**src/rtl/voice_scheduler_pkg.sv**
```systemverilog
// Shared types and constants for the chord-player voice scheduler.
package voice_scheduler_pkg;

   typedef enum logic [1:0] {
      ST_IDLE  = 2'd0,
      ST_ALLOC = 2'd1,
      ST_WAIT  = 2'd2
   } state_t;

   localparam int         NOTE_REST  = 0;
   localparam int         AGE_W      = 2;
   localparam logic [1:0] AGE_MAX    = 2'd3;
   localparam logic [1:0] GUARD_LOAD = 2'd2;

endpackage

```
**src/rtl/voice_scheduler_voice_pick.sv**
```systemverilog
// Voice selection: lowest free voice, otherwise the oldest busy one (ties to the
// lowest index) with a steal flag.
module voice_pick
   import voice_scheduler_pkg::*;
#(
   parameter int NUM_VOICES = 3
)
(
   input  logic [NUM_VOICES-1:0]       i_busy,
   input  logic [AGE_W*NUM_VOICES-1:0] i_age,
   output logic [NUM_VOICES-1:0]       o_sel,
   output logic                        o_steal
);

   logic             w_found;
   logic [1:0]       w_best_idx;
   logic [AGE_W-1:0] w_best_age;

   always_comb begin
      o_sel      = '0;
      o_steal    = 1'b0;
      w_found    = 1'b0;
      w_best_idx = 2'd0;
      w_best_age = i_age[AGE_W-1:0];
      for (int k = 0; k < NUM_VOICES; k++) begin
         if (!i_busy[k] && !w_found) begin
            o_sel[k] = 1'b1;
            w_found  = 1'b1;
         end
      end
      if (!w_found) begin
         o_steal = 1'b1;
         // strict '>' keeps the lowest index on equal ages
         for (int k = 1; k < NUM_VOICES; k++) begin
            if (i_age[k*AGE_W +: AGE_W] > w_best_age) begin
               w_best_age = i_age[k*AGE_W +: AGE_W];
               w_best_idx = 2'(k);
            end
         end
         for (int k = 0; k < NUM_VOICES; k++) begin
            o_sel[k] = (w_best_idx == 2'(k));
         end
      end
   end

endmodule

```
**src/rtl/voice_scheduler.sv**
```systemverilog
// Assigns note commands to voices (stealing the oldest when full) and times
// wait commands in beats.
//   state    | meaning
//   ST_IDLE  | accepting note / wait commands
//   ST_ALLOC | one cycle, voice_load strobe out
//   ST_WAIT  | counting beats until the wait ends
module voice_scheduler
   import voice_scheduler_pkg::*;
#(
   parameter int NUM_VOICES = 3,
   parameter int NOTE_W     = 6,
   parameter int DUR_W      = 6
)
(
   input  logic                  clk,
   input  logic                  reset_n,
   input  logic                  flush,
   input  logic                  play,
   input  logic                  beat,
   input  logic                  load_new_note,
   input  logic                  activate,
   input  logic [NOTE_W-1:0]     note_in,
   input  logic [DUR_W-1:0]      duration_in,
   input  logic [NUM_VOICES-1:0] voice_done,
   output logic [NUM_VOICES-1:0] voice_load,
   output logic [NOTE_W-1:0]     voice_note,
   output logic [DUR_W-1:0]      voice_duration,
   output logic                  activate_done,
   output logic                  note_done,
   output logic                  steal,
   output logic                  overrun
);

   state_t                      r_state;
   logic [NUM_VOICES-1:0]       r_busy;
   logic [AGE_W*NUM_VOICES-1:0] r_age;
   logic [2*NUM_VOICES-1:0]     r_guard;
   logic [DUR_W-1:0]            r_cnt;
   logic                        r_pend;
   logic [NUM_VOICES-1:0]       r_voice_load;
   logic [NOTE_W-1:0]           r_voice_note;
   logic [DUR_W-1:0]            r_voice_duration;
   logic                        r_act_done;
   logic                        r_steal;
   logic                        r_overrun;

   logic [NUM_VOICES-1:0]       w_sel;
   logic                        w_steal;
   logic                        w_is_note;

   assign w_is_note = load_new_note && (note_in != NOTE_W'(NOTE_REST));

   voice_pick #(.NUM_VOICES(NUM_VOICES)) u_pick (
      .i_busy  (r_busy),
      .i_age   (r_age),
      .o_sel   (w_sel),
      .o_steal (w_steal)
   );

   always_ff @(posedge clk or negedge reset_n) begin
      if (!reset_n) begin
         r_state          <= ST_IDLE;
         r_busy           <= '0;
         r_age            <= '0;
         r_guard          <= '0;
         r_cnt            <= '0;
         r_pend           <= 1'b0;
         r_voice_load     <= '0;
         r_voice_note     <= '0;
         r_voice_duration <= '0;
         r_act_done       <= 1'b0;
         r_steal          <= 1'b0;
         r_overrun        <= 1'b0;
      end else if (flush) begin
         r_state          <= ST_IDLE;
         r_busy           <= '0;
         r_age            <= '0;
         r_guard          <= '0;
         r_cnt            <= '0;
         r_pend           <= 1'b0;
         r_voice_load     <= '0;
         r_voice_note     <= '0;
         r_voice_duration <= '0;
         r_act_done       <= 1'b0;
         r_steal          <= 1'b0;
         r_overrun        <= 1'b0;
      end else begin
         r_voice_load <= '0;
         r_steal      <= 1'b0;
         r_act_done   <= 1'b0;
         r_overrun    <= 1'b0;

         // the guard masks a done level left over from the voice's previous note
         for (int k = 0; k < NUM_VOICES; k++) begin
            if (r_guard[2*k +: 2] != 2'd0) begin
               r_guard[2*k +: 2] <= r_guard[2*k +: 2] - 2'd1;
            end else if (voice_done[k]) begin
               r_busy[k] <= 1'b0;
            end
         end

         case (r_state)
            ST_IDLE: begin
               if (w_is_note) begin
                  r_state          <= ST_ALLOC;
                  r_voice_load     <= w_sel;
                  r_voice_note     <= note_in;
                  r_voice_duration <= duration_in;
                  r_steal          <= w_steal;
                  r_pend           <= activate;
                  if (activate) begin
                     r_cnt <= duration_in;
                  end
                  for (int k = 0; k < NUM_VOICES; k++) begin
                     if (w_sel[k]) begin
                        r_busy[k]             <= 1'b1;
                        r_age[AGE_W*k +: AGE_W] <= '0;
                        r_guard[2*k +: 2]     <= GUARD_LOAD;
                     end else if (r_busy[k] && r_age[AGE_W*k +: AGE_W] != AGE_MAX) begin
                        r_age[AGE_W*k +: AGE_W] <= r_age[AGE_W*k +: AGE_W] + 2'd1;
                     end
                  end
               end else if (activate) begin
                  r_state <= ST_WAIT;
                  r_cnt   <= duration_in;
               end
            end
            ST_ALLOC: begin
               r_overrun <= load_new_note || activate;
               r_state   <= r_pend ? ST_WAIT : ST_IDLE;
               r_pend    <= 1'b0;
            end
            ST_WAIT: begin
               r_overrun <= load_new_note || activate;
               if (r_cnt == '0) begin
                  r_act_done <= 1'b1;
                  r_state    <= ST_IDLE;
               end else if (beat && play) begin
                  r_cnt <= r_cnt - DUR_W'(1);
                  if (r_cnt == DUR_W'(1)) begin
                     r_act_done <= 1'b1;
                     r_state    <= ST_IDLE;
                  end
               end
            end
            default: r_state <= ST_IDLE;
         endcase
      end
   end

   assign voice_load     = r_voice_load;
   assign voice_note     = r_voice_note;
   assign voice_duration = r_voice_duration;
   assign activate_done  = r_act_done;
   assign steal          = r_steal;
   assign overrun        = r_overrun;
   assign note_done      = ~|r_busy;

endmodule

```
**config.mk**
```make
export PLATFORM = sky130hd
export DESIGN_NAME = voice_scheduler
export DESIGN_NICKNAME = d
export VERILOG_FILES = /design/src/rtl/voice_scheduler_pkg.sv /design/src/rtl/voice_scheduler_voice_pick.sv /design/src/rtl/voice_scheduler.sv
export SDC_FILE = /design/constraint.sdc
export NUM_CORES = 1
export LEC_CHECK = 0
export BUFFER_PORTS_ARGS = -buffer_cell sky130_fd_sc_hd__clkbuf_2
export CORE_UTILIZATION = 50
export CTS_CLUSTER_SIZE = 28
export DETAILED_ROUTE_END_ITERATION = 12
export PLACE_DENSITY = 0.85
export SETUP_SLACK_MARGIN = 0.4
export SYNTH_ARGS = -nofsm -noshare
export SYNTH_HDL_FRONTEND = slang
export SYNTH_SLANG_ARGS = --single-unit
```
**constraint.sdc**
```tcl
create_clock -name clk -period 3 [get_ports clk]
set_clock_uncertainty 0.2 [all_clocks]
set_input_delay 0.75 -clock clk [delete_from_list [all_inputs] [get_ports clk]]
set_output_delay 0.75 -clock clk [all_outputs]
set_load 0.005 [all_outputs]
```
==> results by group <==
Placement
  – HPWL after detailed placement: 3500 um
  – Routability-driven placement congestion ratio: approximately 0.85
  – Count of input and output buffers: 40

Global routing
  – Total GRT Usage: 22.4%
  – Vias in the first global route: between 1500 and 2000
  – Top Usage Layer GRT: met2
  – Initial antenna violation count: 0
  – GRT met1 Usage: roughly 30%
  – First-pass GRT wire length: between 8000 and 9000 um
  – Gr ovfl total: 0
  – Largest net degree at the start of global routing: 24
  – Grt met3 use: 3.78%
  – GR Util met2: ~36%

Clocking
  – Clock sink total: 42
  – CTS Buf Count: 5
  – Clock Path Buffers: 2
  – Clock root cell: clkbuf_8
  – H-tree depth: 2
  – CTS Hold Buffers Added: 0
  – TritonCTS clock tree: done
  – Clk slew on worst S/H paths: about 0.080 ns
  – Worst skew pair latency: 0.30 ns

Yosys
  – Top-count cell post-synth: nand2_1
  – Synth area leaders: dfrtp_1 46%, nand2_1 8.2%, ha_1 7.6%
  – Area leader, netlist: dfrtp_1
  – Share of the synthesized area in the top cell type: between 40 and 50%
  – Top_reg_cell synth: dfrtp_1
  – Post-synth EDFFs: 0
  – Syn_area_per_cell: 9.15 um^2
  – Cell area after synthesis: between 2000 and 2500 um^2
  – Cells after Synth: 251
  – Synth Warn #: 0
  – Distinct cells, synth: 53
  – Top post-synthesis cells by count: 50 x nand2_1, 42 x dfrtp_1, 23 x a21oi_1, 15 x inv_1, 14 x ha_1
  – Sequential fraction of the synthesis area: a little under half
  – Asr flop ratio synth: 100%
  – Synth Register Bits: between 40 and 50
  – Syn nets: between 200 and 300

Floorplanning
  – Site Rows: 24
  – Die X: around 70 um
  – DIE AREA: 4870 um^2
  – Die Y: between 60 and 70 um
  – Ports: 41
  – Initial Util: a little over half
  – Core region area: between 4000 and 5000 um^2

Power and ir drop
  – LEAKAGE: approximately 1.3 nW
  – NetSw: 0.457 mW
  – Worst vdd ir: between 0.2 and 0.25 mV
  – PwrDens: between 400 and 500 nW/um^2
  – Combinational share of power: 26.6%
  – Clock power frac: 27.0%
  – Pint: roughly 0.95 mW
  – Seq pwr share: ~46%
  – Net Sw Frac: roughly a third

Critical path
  – Worst path slowest cell: dfrtp_1
  – RR Endpoint: r_busy[0]
  – Critical path's top delay family: compound AO/OA/AOI/OAI gates
  – Worst-path fanout max: 4
  – Crit path kind: reg -> reg
  – CP cell instances: inv_2 -> ha_4 -> nor2_4 -> a2bb2oi_2 -> mux2_4 -> ha_4 -> nand3_4 -> o21ai_4 -> nand3b_1 -> a211o_1 -> o21ai_1
  – R2R setup slack: 0.30 ns
  – CP bufs+invs: 1
  – R2R depth: 11
  – Cell mode on critical path: ha_4
  – CP Data Required Time: slightly above 3 ns
  – Crit path DAT: approximately 2.7 ns
  – Critical path startpoint category: flip-flop
  – CP max stage delay: roughly 0.40 ns
  – Worst reg2reg startpoint: r_age[3]
  – Crit. End Element: flip-flop

Routing
  – Iter 0 DRT Violations: 159
  – Routed wire length: 5360 um
  – Pre-Repair DR Iteration Count: 4
  – DR WL/cell: 15.1 um
  – Vias/cell: just under 6
  – DRC Markers: 0
  – Detailed-route via count: 2057
  – DRT antenna net count: 0

Run
  – MaxCap Viol Count: 0

Timing
  – Fmax: ~370 MHz
  – Final min period: around 2.7 ns
  – Setup TNS: 0 ns
  – Slew Limit Fails: 0
  – Final setup viols: 0
  – Hold violation count in the final report: 0
  – Final period utilization: 89.9%
  – Slew @ Worst Pin: between 0.6 and 0.7 ns
  – RSZ-0062 raised after global routing: true
  – Hold_ws: approximately 0.22 ns
  – Slew margin rel.: between 50% and 60%

Finish
  – Fillers: 352
  – Area growth syn-to-layout: 23.6%
  – # diodes: 0
  – Layout Nets: approximately 340
  – Layout cells sized above 1: 30.8%

Min path
  – Worst hold path type: in -> async

Status
  – Outcome: complete, no violations
==> through the flow <==
step | cells | utilization, % | total power, mW | area (um^2) | worst slack, ns
after global routing | 354 | 64.7 | 1.48 | 2840 | 0.209
after detailed placement | 336 | 58.4 | 1.01 | 2560 | 0.201
final | 354 | 64.7 | 1.41 | 2840 | 0.302
after floorplan | 251 | - | 0.905 | 2330 | 0.386
after CTS | 349 | 62.2 | 1.39 | 2730 | 0.406
after global placement | 336 | 58.4 | 0.997 | 2560 | 0.277
==> cells by family (layout without fill, tap and decap cells) <==
group	after synthesis	after routing	share of synthesized area (%)
AND/OR/NAND/NOR	104	104	22.7
multiplexers	3	3	1.36
flip-flops	42	42	45.8
buffers and inverters	25	76	4.79
AO/OA/AOI/OAI	63	63	17.8
adder cells (fa/ha/maj)	14	14	7.63
==> power groups by stage <==
stage                     Sequential [mW]  Clock, mW  Combinational, mW
final                               0.652      0.380              0.374
after global routing                0.659      0.408              0.416
after CTS                           0.650      0.384              0.358
after detailed placement            0.660          0              0.346
after global placement              0.658          0              0.339
after floorplan                     0.652          0              0.254
==> layout by cell type (no fill, tap or decap), drive strengths merged, types with 3 or more instances in the layout <==
cell / n
nand2: 50
clkbuf: 47
dfrtp: 42
a21oi: 23
inv: 15
ha: 14
nor2: 13
buf: 13
o21ai: 12
nand3: 9
nor3: 8
a31oi: 7
nand2b: 4
nand3b: 3
and3: 3
nor2b: 3
==> state kept, by name, indices dropped and copies added (netlist names) <==
signal,cells
overrun,1
r_state,2
r_cnt,6
steal,1
r_busy,3
voice_load,3
r_guard,6
activate_done,1
r_pend,1
voice_note,6
voice_duration,6
r_age,6
==> layer usage <==
metal | up-vias | part of all wire (%)
li1 | 981 | -
met1 | 1000 | 45
met2 | 66 | 49
met3 | 10 | 4.7
met4 | 0 | 1.6
met5 | - | 0
==> area by class of cell <==
type	count	area (um^2)	share of cell area [%]
Inverter	15	56.3	1.98
Multi-Input combinational cell	184	1270	44.8
Clock inverter	1	5.00	0.176
Timing Repair Buffer	53	302	10.6
Sequential cell	42	1050	37.1
Clock buffer	7	86.3	3.04
Tap cell	52	65.1	2.29
==> worst reg2reg max path, cell delays in order, from the launching register on <==
cell,delay (ns)
dfrtp_1,0.40
inv_2,0.09
ha_4,0.22
nor2_4,0.10
a2bb2oi_2,0.19
mux2_4,0.33
ha_4,0.28
nand3_4,0.06
o21ai_4,0.08
nand3b_1,0.20
a211o_1,0.39
o21ai_1,0.09
==> worst max path at each step <==
stage               cells past startpoint    endpoint  slack (ns)  startpoint
finish                                 11   r_busy[0]        0.30    r_age[3]
global route                           11   r_busy[0]        0.21    r_age[3]
CTS                                    11  r_guard[1]        0.41    r_age[1]
detailed placement                     11  r_guard[4]        0.20    r_age[3]
global placement                       11  r_guard[4]        0.28    r_age[3]
floorplan                              11  r_guard[4]        0.39    r_age[3]
==> repair_timing <==
action | CTS | global route
gates cloned | 0 | 0
buffers inserted | 5 | 5
pin swaps | 4 | 9
endpoints found under the setup margin | 16 | 17
gates resized for setup | 9 | 18
(Power assumes the default switching activity.)
